$ cat config.mk
export PLATFORM = sky130hd
export DESIGN_NAME = multicycle_control
export DESIGN_NICKNAME = d
export VERILOG_FILES = /design/src/rtl/mc_pkg.sv /design/src/rtl/mc_outdec.sv /design/src/rtl/multicycle_control.sv
export SDC_FILE = /design/constraint.sdc
export NUM_CORES = 1
export LEC_CHECK = 0
export ABC_AREA = 1
export CAP_MARGIN = 0
export CORE_ASPECT_RATIO = 1.5
export CORE_MARGIN = 2
export CORE_UTILIZATION = 25
export CTS_BUF_LIST = sky130_fd_sc_hd__clkbuf_16
export CTS_CLUSTER_DIAMETER = 200
export DETAILED_ROUTE_END_ITERATION = 7
export GPL_ROUTABILITY_DRIVEN = 0
export SYNTH_ARGS = -nofsm -noshare
export SYNTH_HDL_FRONTEND = slang
export SYNTH_SLANG_ARGS = --single-unit
$ cat constraint.sdc
create_clock -name clk -period 1.5 [get_ports clk]
set_clock_uncertainty 0.05 [all_clocks]
set_input_delay 0.45 -clock clk [delete_from_list [all_inputs] [get_ports clk]]
set_output_delay 0.45 -clock clk [all_outputs]
set_load 0.02 [all_outputs]
$ cat src/rtl/mc_pkg.sv
// Shared definitions for the multicycle main control unit: state encoding,
// opcode constants and ALUOp codes handed to the ALU control decoder.
package mc_pkg;

    typedef enum logic [3:0] {
        S_FETCH  = 4'd0,
        S_DECODE = 4'd1,
        S_MEMADR = 4'd2,
        S_MEMRD  = 4'd3,
        S_MEMWB  = 4'd4,
        S_MEMWR  = 4'd5,
        S_REXEC  = 4'd6,
        S_RWB    = 4'd7,
        S_BEQ    = 4'd8,
        S_IEXEC  = 4'd9,
        S_IWB    = 4'd10
    } state_t;

    localparam logic [5:0] OP_RTYPE = 6'b000000;
    localparam logic [5:0] OP_LW    = 6'b100011;
    localparam logic [5:0] OP_SW    = 6'b101011;
    localparam logic [5:0] OP_BEQ   = 6'b000100;
    localparam logic [5:0] OP_NANDI = 6'b001110;

    localparam logic [1:0] ALUOP_ADD   = 2'b00;
    localparam logic [1:0] ALUOP_SUB   = 2'b01;
    localparam logic [1:0] ALUOP_RTYPE = 2'b10;
    localparam logic [1:0] ALUOP_NAND  = 2'b11;

    // Terminal states retire an instruction on the edge back to FETCH.
    function automatic logic is_terminal(input logic [3:0] s);
        return (s == S_MEMWB) || (s == S_MEMWR) || (s == S_RWB) ||
               (s == S_BEQ)   || (s == S_IWB);
    endfunction

endpackage

$ cat src/rtl/mc_outdec.sv
// Moore output decode: maps the state register onto every datapath enable
// and mux select. Depends on state only, so outputs never see op glitches.
module mc_outdec
    import mc_pkg::*;
(
    input  logic [3:0] state,
    output logic       pcwrite,
    output logic       pcwritecond,
    output logic       iord,
    output logic       memread,
    output logic       memwrite,
    output logic       irwrite,
    output logic       memtoreg,
    output logic       regdst,
    output logic       regwrite,
    output logic       alusrca,
    output logic [1:0] alusrcb,
    output logic [1:0] pcsource,
    output logic       aluop1,
    output logic       aluop0
);

    logic [1:0] aluop;

    always_comb begin
        pcwrite     = 1'b0;
        pcwritecond = 1'b0;
        iord        = 1'b0;
        memread     = 1'b0;
        memwrite    = 1'b0;
        irwrite     = 1'b0;
        memtoreg    = 1'b0;
        regdst      = 1'b0;
        regwrite    = 1'b0;
        alusrca     = 1'b0;
        alusrcb     = 2'b00;
        pcsource    = 2'b00;
        aluop       = ALUOP_ADD;
        case (state)
            S_FETCH: begin
                memread = 1'b1;
                irwrite = 1'b1;
                pcwrite = 1'b1;
                alusrcb = 2'b01;
            end
            S_DECODE: alusrcb = 2'b11;
            S_MEMADR: begin
                alusrca = 1'b1;
                alusrcb = 2'b10;
            end
            S_MEMRD: begin
                memread = 1'b1;
                iord    = 1'b1;
            end
            S_MEMWB: begin
                regwrite = 1'b1;
                memtoreg = 1'b1;
            end
            S_MEMWR: begin
                memwrite = 1'b1;
                iord     = 1'b1;
            end
            S_REXEC: begin
                alusrca = 1'b1;
                aluop   = ALUOP_RTYPE;
            end
            S_RWB: begin
                regdst   = 1'b1;
                regwrite = 1'b1;
            end
            S_BEQ: begin
                alusrca     = 1'b1;
                pcwritecond = 1'b1;
                pcsource    = 2'b01;
                aluop       = ALUOP_SUB;
            end
            S_IEXEC: begin
                alusrca = 1'b1;
                alusrcb = 2'b10;
                aluop   = ALUOP_NAND;
            end
            S_IWB: regwrite = 1'b1;
            default: ;
        endcase
    end

    assign aluop1 = aluop[1];
    assign aluop0 = aluop[0];

endmodule

$ cat src/rtl/multicycle_control.sv
// Multicycle main control: opcode-driven state sequencing, retired
// instruction counter and one-cycle illegal-opcode flag.
module multicycle_control
    import mc_pkg::*;
#(
    parameter int COUNT_W = 16
) (
    input  logic               clk,
    input  logic               reset,
    input  logic [5:0]         op,
    output logic               pcwrite,
    output logic               pcwritecond,
    output logic               iord,
    output logic               memread,
    output logic               memwrite,
    output logic               irwrite,
    output logic               memtoreg,
    output logic               regdst,
    output logic               regwrite,
    output logic               alusrca,
    output logic [1:0]         alusrcb,
    output logic [1:0]         pcsource,
    output logic               aluop1,
    output logic               aluop0,
    output logic               illegal,
    output logic [COUNT_W-1:0] instr_count,
    output logic [3:0]         state
);

    state_t             state_q, state_d;
    logic [COUNT_W-1:0] count_q, count_d;
    logic               illegal_q, illegal_d;

    always_comb begin
        state_d   = S_FETCH;
        count_d   = count_q;
        illegal_d = 1'b0;
        case (state_q)
            S_FETCH:  state_d = S_DECODE;
            S_DECODE: begin
                case (op)
                    OP_LW, OP_SW: state_d = S_MEMADR;
                    OP_RTYPE:     state_d = S_REXEC;
                    OP_BEQ:       state_d = S_BEQ;
                    OP_NANDI:     state_d = S_IEXEC;
                    default: begin
                        state_d   = S_FETCH;
                        illegal_d = 1'b1;
                    end
                endcase
            end
            S_MEMADR: state_d = (op == OP_LW) ? S_MEMRD : S_MEMWR;
            S_MEMRD:  state_d = S_MEMWB;
            S_REXEC:  state_d = S_RWB;
            S_IEXEC:  state_d = S_IWB;
            default:  state_d = S_FETCH;
        endcase
        // Only terminal states retire; illegal opcodes and unreachable codes do not.
        if (is_terminal(state_q)) begin
            count_d = count_q + COUNT_W'(1);
        end
    end

    always_ff @(posedge clk or posedge reset) begin
        if (reset) begin
            state_q   <= S_FETCH;
            count_q   <= '0;
            illegal_q <= 1'b0;
        end else begin
            state_q   <= state_d;
            count_q   <= count_d;
            illegal_q <= illegal_d;
        end
    end

    mc_outdec u_outdec (
        .state       (state_q),
        .pcwrite     (pcwrite),
        .pcwritecond (pcwritecond),
        .iord        (iord),
        .memread     (memread),
        .memwrite    (memwrite),
        .irwrite     (irwrite),
        .memtoreg    (memtoreg),
        .regdst      (regdst),
        .regwrite    (regwrite),
        .alusrca     (alusrca),
        .alusrcb     (alusrcb),
        .pcsource    (pcsource),
        .aluop1      (aluop1),
        .aluop0      (aluop0)
    );

    assign state       = state_q;
    assign instr_count = count_q;
    assign illegal     = illegal_q;

endmodule

==> results by group <==
Worst setup path
  • Crit. End Element: primary output
  • Critical Path Start Type: flip-flop
  • WS Path Type: reg2out
  • CP Max Fanout: 4
  • WP data required: 1.00 ns
  • CP arrival: 1.29 ns

Pwr
  • Leakage: 0.00120 µW
  • Psw: 1050 µW
  • Power Density: approximately 1100 nW/µm²
  • Total power: 2680 µW
  • Combinational power share: 0.523
  • VDD IR max: a little over 0.7 mV
  • Flop pwr share: 0.267
  • Pint: around 1600 µW
  • Clock Power Share: 0.210
  • Switch share: 0.392

Cells and area
  • Share of layout cells above drive strength 1: 0.429
  • P&R area growth vs syn: 77.4%
  • N_diodes: 0
  • Final core utilization: 0.462
  • Final nets: between 200 and 300

Clock tree
  • Clock sink count: 21
  • Root Driver: clkbuf_16
  • Clock transition at path regs: about 0.060 ns
  • CTS tree: built
  • Worst-Skew Late Latency: between 0.2 and 0.3 ns
  • # H-tree levels: 1
  • Clock Tree Buf Depth: 2
  • TritonCTS buffer count: 3

Yosys
  • Synth Area in Adders: 0.00930
  • #FFs+latches synth: 21
  • Mapped Area: approximately 1300 µm²
  • Synth Area in Simple Gates: 0.380
  • Async SR Flop Fraction: 1.00
  • Top area cells in the synthesized netlist: dfrtp_1 39%, nand2_1 13%, nor2_1 7.8%
  • Synth Area in Compound Gates: 0.0540
  • Distinct cells, synth: 27
  • Cell accounting for the most synthesized area: dfrtp_1
  • YS warnings: 0
  • Post-synth top area share: 0.391
  • Ys flop type: dfrtp_1
  • Post-synthesis xor/xnor area fraction: 0.0586
  • Avg Cell Area, Syn: ~7.5 µm²
  • Post-synth net total: 188
  • Seq/Total Area, Yosys: 0.391
  • Post-synthesis mux area share: 0
  • Gate Count Post-Synth: roughly 180
  • Largest family of logic cells by synthesized area: simple AND/OR/NAND/NOR gates
  • Post-synth EDFFs: 0

Floorplan
  • Site Rows: 32
  • Die area: around 6000 µm²
  • Die width: 63.9 µm
  • I/O Pins: between 40 and 50
  • Total core area: between 5000 and 6000 µm²
  • Starting density of the core: 0.260
  • Chip height: roughly 94 µm

Route
  • DR iter-0 viols: 14
  • Remaining DRCs: 0
  • DR vias/cell: approximately 4.2
  • Wire per inst: 10.5 µm
  • Final wirelength: between 3000 and 4000 µm
  • Pre-antenna DRT Iters: 4
  • Routed Antenna Nets: 0
  • Vias: roughly 1.4k

Timing
  • Final Max Slew Viols: 0
  • F_max: about 560 MHz
  • Unrepaired setup endpoints after global routing: yes
  • Fin crit share: 1.19
  • Final Hold Vio Count: 0
  • Hold_ws: 0.462 ns
  • PnR worst setup slack: -0.292 ns
  • Crit path time final: 1.79 ns
  • Setup TNS: -3.41 ns
  • Final setup violation count: 16

Outcome
  • Status: finished, violations left
  • Failing checks: setup timing

Global routing
  • Largest net degree at the start of global routing: 22
  • Remaining Overflow, GRT: 0
  • Grt met3 use: 0.0156
  • Met1 global-route usage: 0.124
  • GRT Overall Usage: 0.117
  • GR Util met2: 0.225
  • First-pass GRT wire length: 5570 µm
  • Vias in the first global route: roughly 1.3k
  • Initial antenna violation count: 0
  • GRT Max-Usage Layer: met2

Placed design
  • HPWL Detailed: approximately 2700 µm
  • Number of port buffers: 43
  • Dpl ws: -0.510 ns

Min path
  • Hold Crit Class: in2async

Job
  • Max-cap violation count: 0
[final cells by class]
class	instances	area [µm²]
Sequential cell	21	531
Inverter	26	108
Fill cell	488	2780
Timing Repair Buffer	79	712
Multi-Input combinational cell	129	872
Clock inverter	1	3.75
Tap cell	68	85.1
Clock buffer	3	75.1
[flip-flops by register name, indices dropped and copies added, names as in the netlist]
| register | flops |
|---|---|
| state | 4 |
| illegal | 1 |
| instr_count | 16 |
[synthesized netlist by cell type, types with 2 or more instances]
| library cell | n |
|---|---|
| nor2_4 | 2 |
| o21ai_2 | 2 |
| xnor2_1 | 7 |
| nand3_1 | 13 |
| inv_1 | 25 |
| nor2_2 | 2 |
| dfrtp_1 | 21 |
| buf_4 | 3 |
| o211ai_1 | 2 |
| xor2_1 | 2 |
| nand4_1 | 5 |
| nor3_1 | 2 |
| o21ai_0 | 3 |
| nand2_1 | 46 |
| nand2_4 | 5 |
| nor2_1 | 28 |
[routing by layer]
layer  routed length, µm  vias to the layer above  share of wire
li1                    -                      719              -
met1                1310                      627           0.38
met2                1970                       24           0.57
met3                 103                        4          0.030
met4                  57                        0          0.017
met5                   0                        -              0
[cell families (layout without fill, tap and decap cells)]
kind of cell	after synthesis	after routing
other	1	1
buffers and inverters	30	109
AO/OA/AOI/OAI	11	11
adder cells (fa/ha/maj)	1	1
XOR/XNOR	9	9
AND/OR/NAND/NOR	106	107
flip-flops	21	21
[power groups by stage]
stage | combinational [µW] | clock (µW) | sequential (µW)
after global placement | 1290 | 0 | 726
after floorplan | 636 | 0 | 832
final | 1400 | 562 | 717
after detailed placement | 1280 | 0 | 726
after CTS | 1340 | 578 | 716
after global routing | 1500 | 595 | 733
[path summary, 6_finish.rpt]
kind                       cells past startpoint         endpoint  slack, ns            start
max                                            4           regdst      -0.29         state[3]
min                                            3  instr_count[15]       0.46            reset
max reg2reg                                    8  instr_count[13]       0.06         state[3]
min reg2reg                                    2  instr_count[15]       0.47  instr_count[15]
max in group asynchronous                      3         state[0]       0.79            reset
min in group clk                               2  instr_count[15]       0.47  instr_count[15]
[worst max-delay path, cell delays in order, from the launching register on]
cell and delay, ns:
dfrtp_2 0.46, nor2_4 0.20, inv_4 0.08, nor3_4 0.17, buf_6 0.14
[through the flow]
step,instance area (µm²),instances
after floorplan,1460,179
after CTS,2280,325
final,2390,327
after global placement,2170,317
after detailed placement,2170,317
after global routing,2390,327
[what timing repair did]
item | 4_1_cts | 5_1_grt
hold buffers | 0 | 0
pin swaps | 3 | 5
endpoints found under the setup margin | 42 | 26
gates cloned | 0 | 1
buffers inserted | 4 | 2
endpoints found under the hold margin | 0 | 0
gates resized for setup | 132 | 21
[layout by cell type, fill, tap and decap left out, drive strengths merged]
master and instances:
a21oi 1, a31oi 1, and2 1, buf 55
clkbuf 3, clkdlybuf4s50 7, conb 1, dfrtp 21
dlygate4sd2 17, ha 1, inv 27, nand2 52
nand3 14, nand4 5, nor2 33, nor3 2
o211ai 2, o21ai 5, o21bai 1, o22ai 1
xnor2 7, xor2 2
Power figures use the tool's default switching activity.
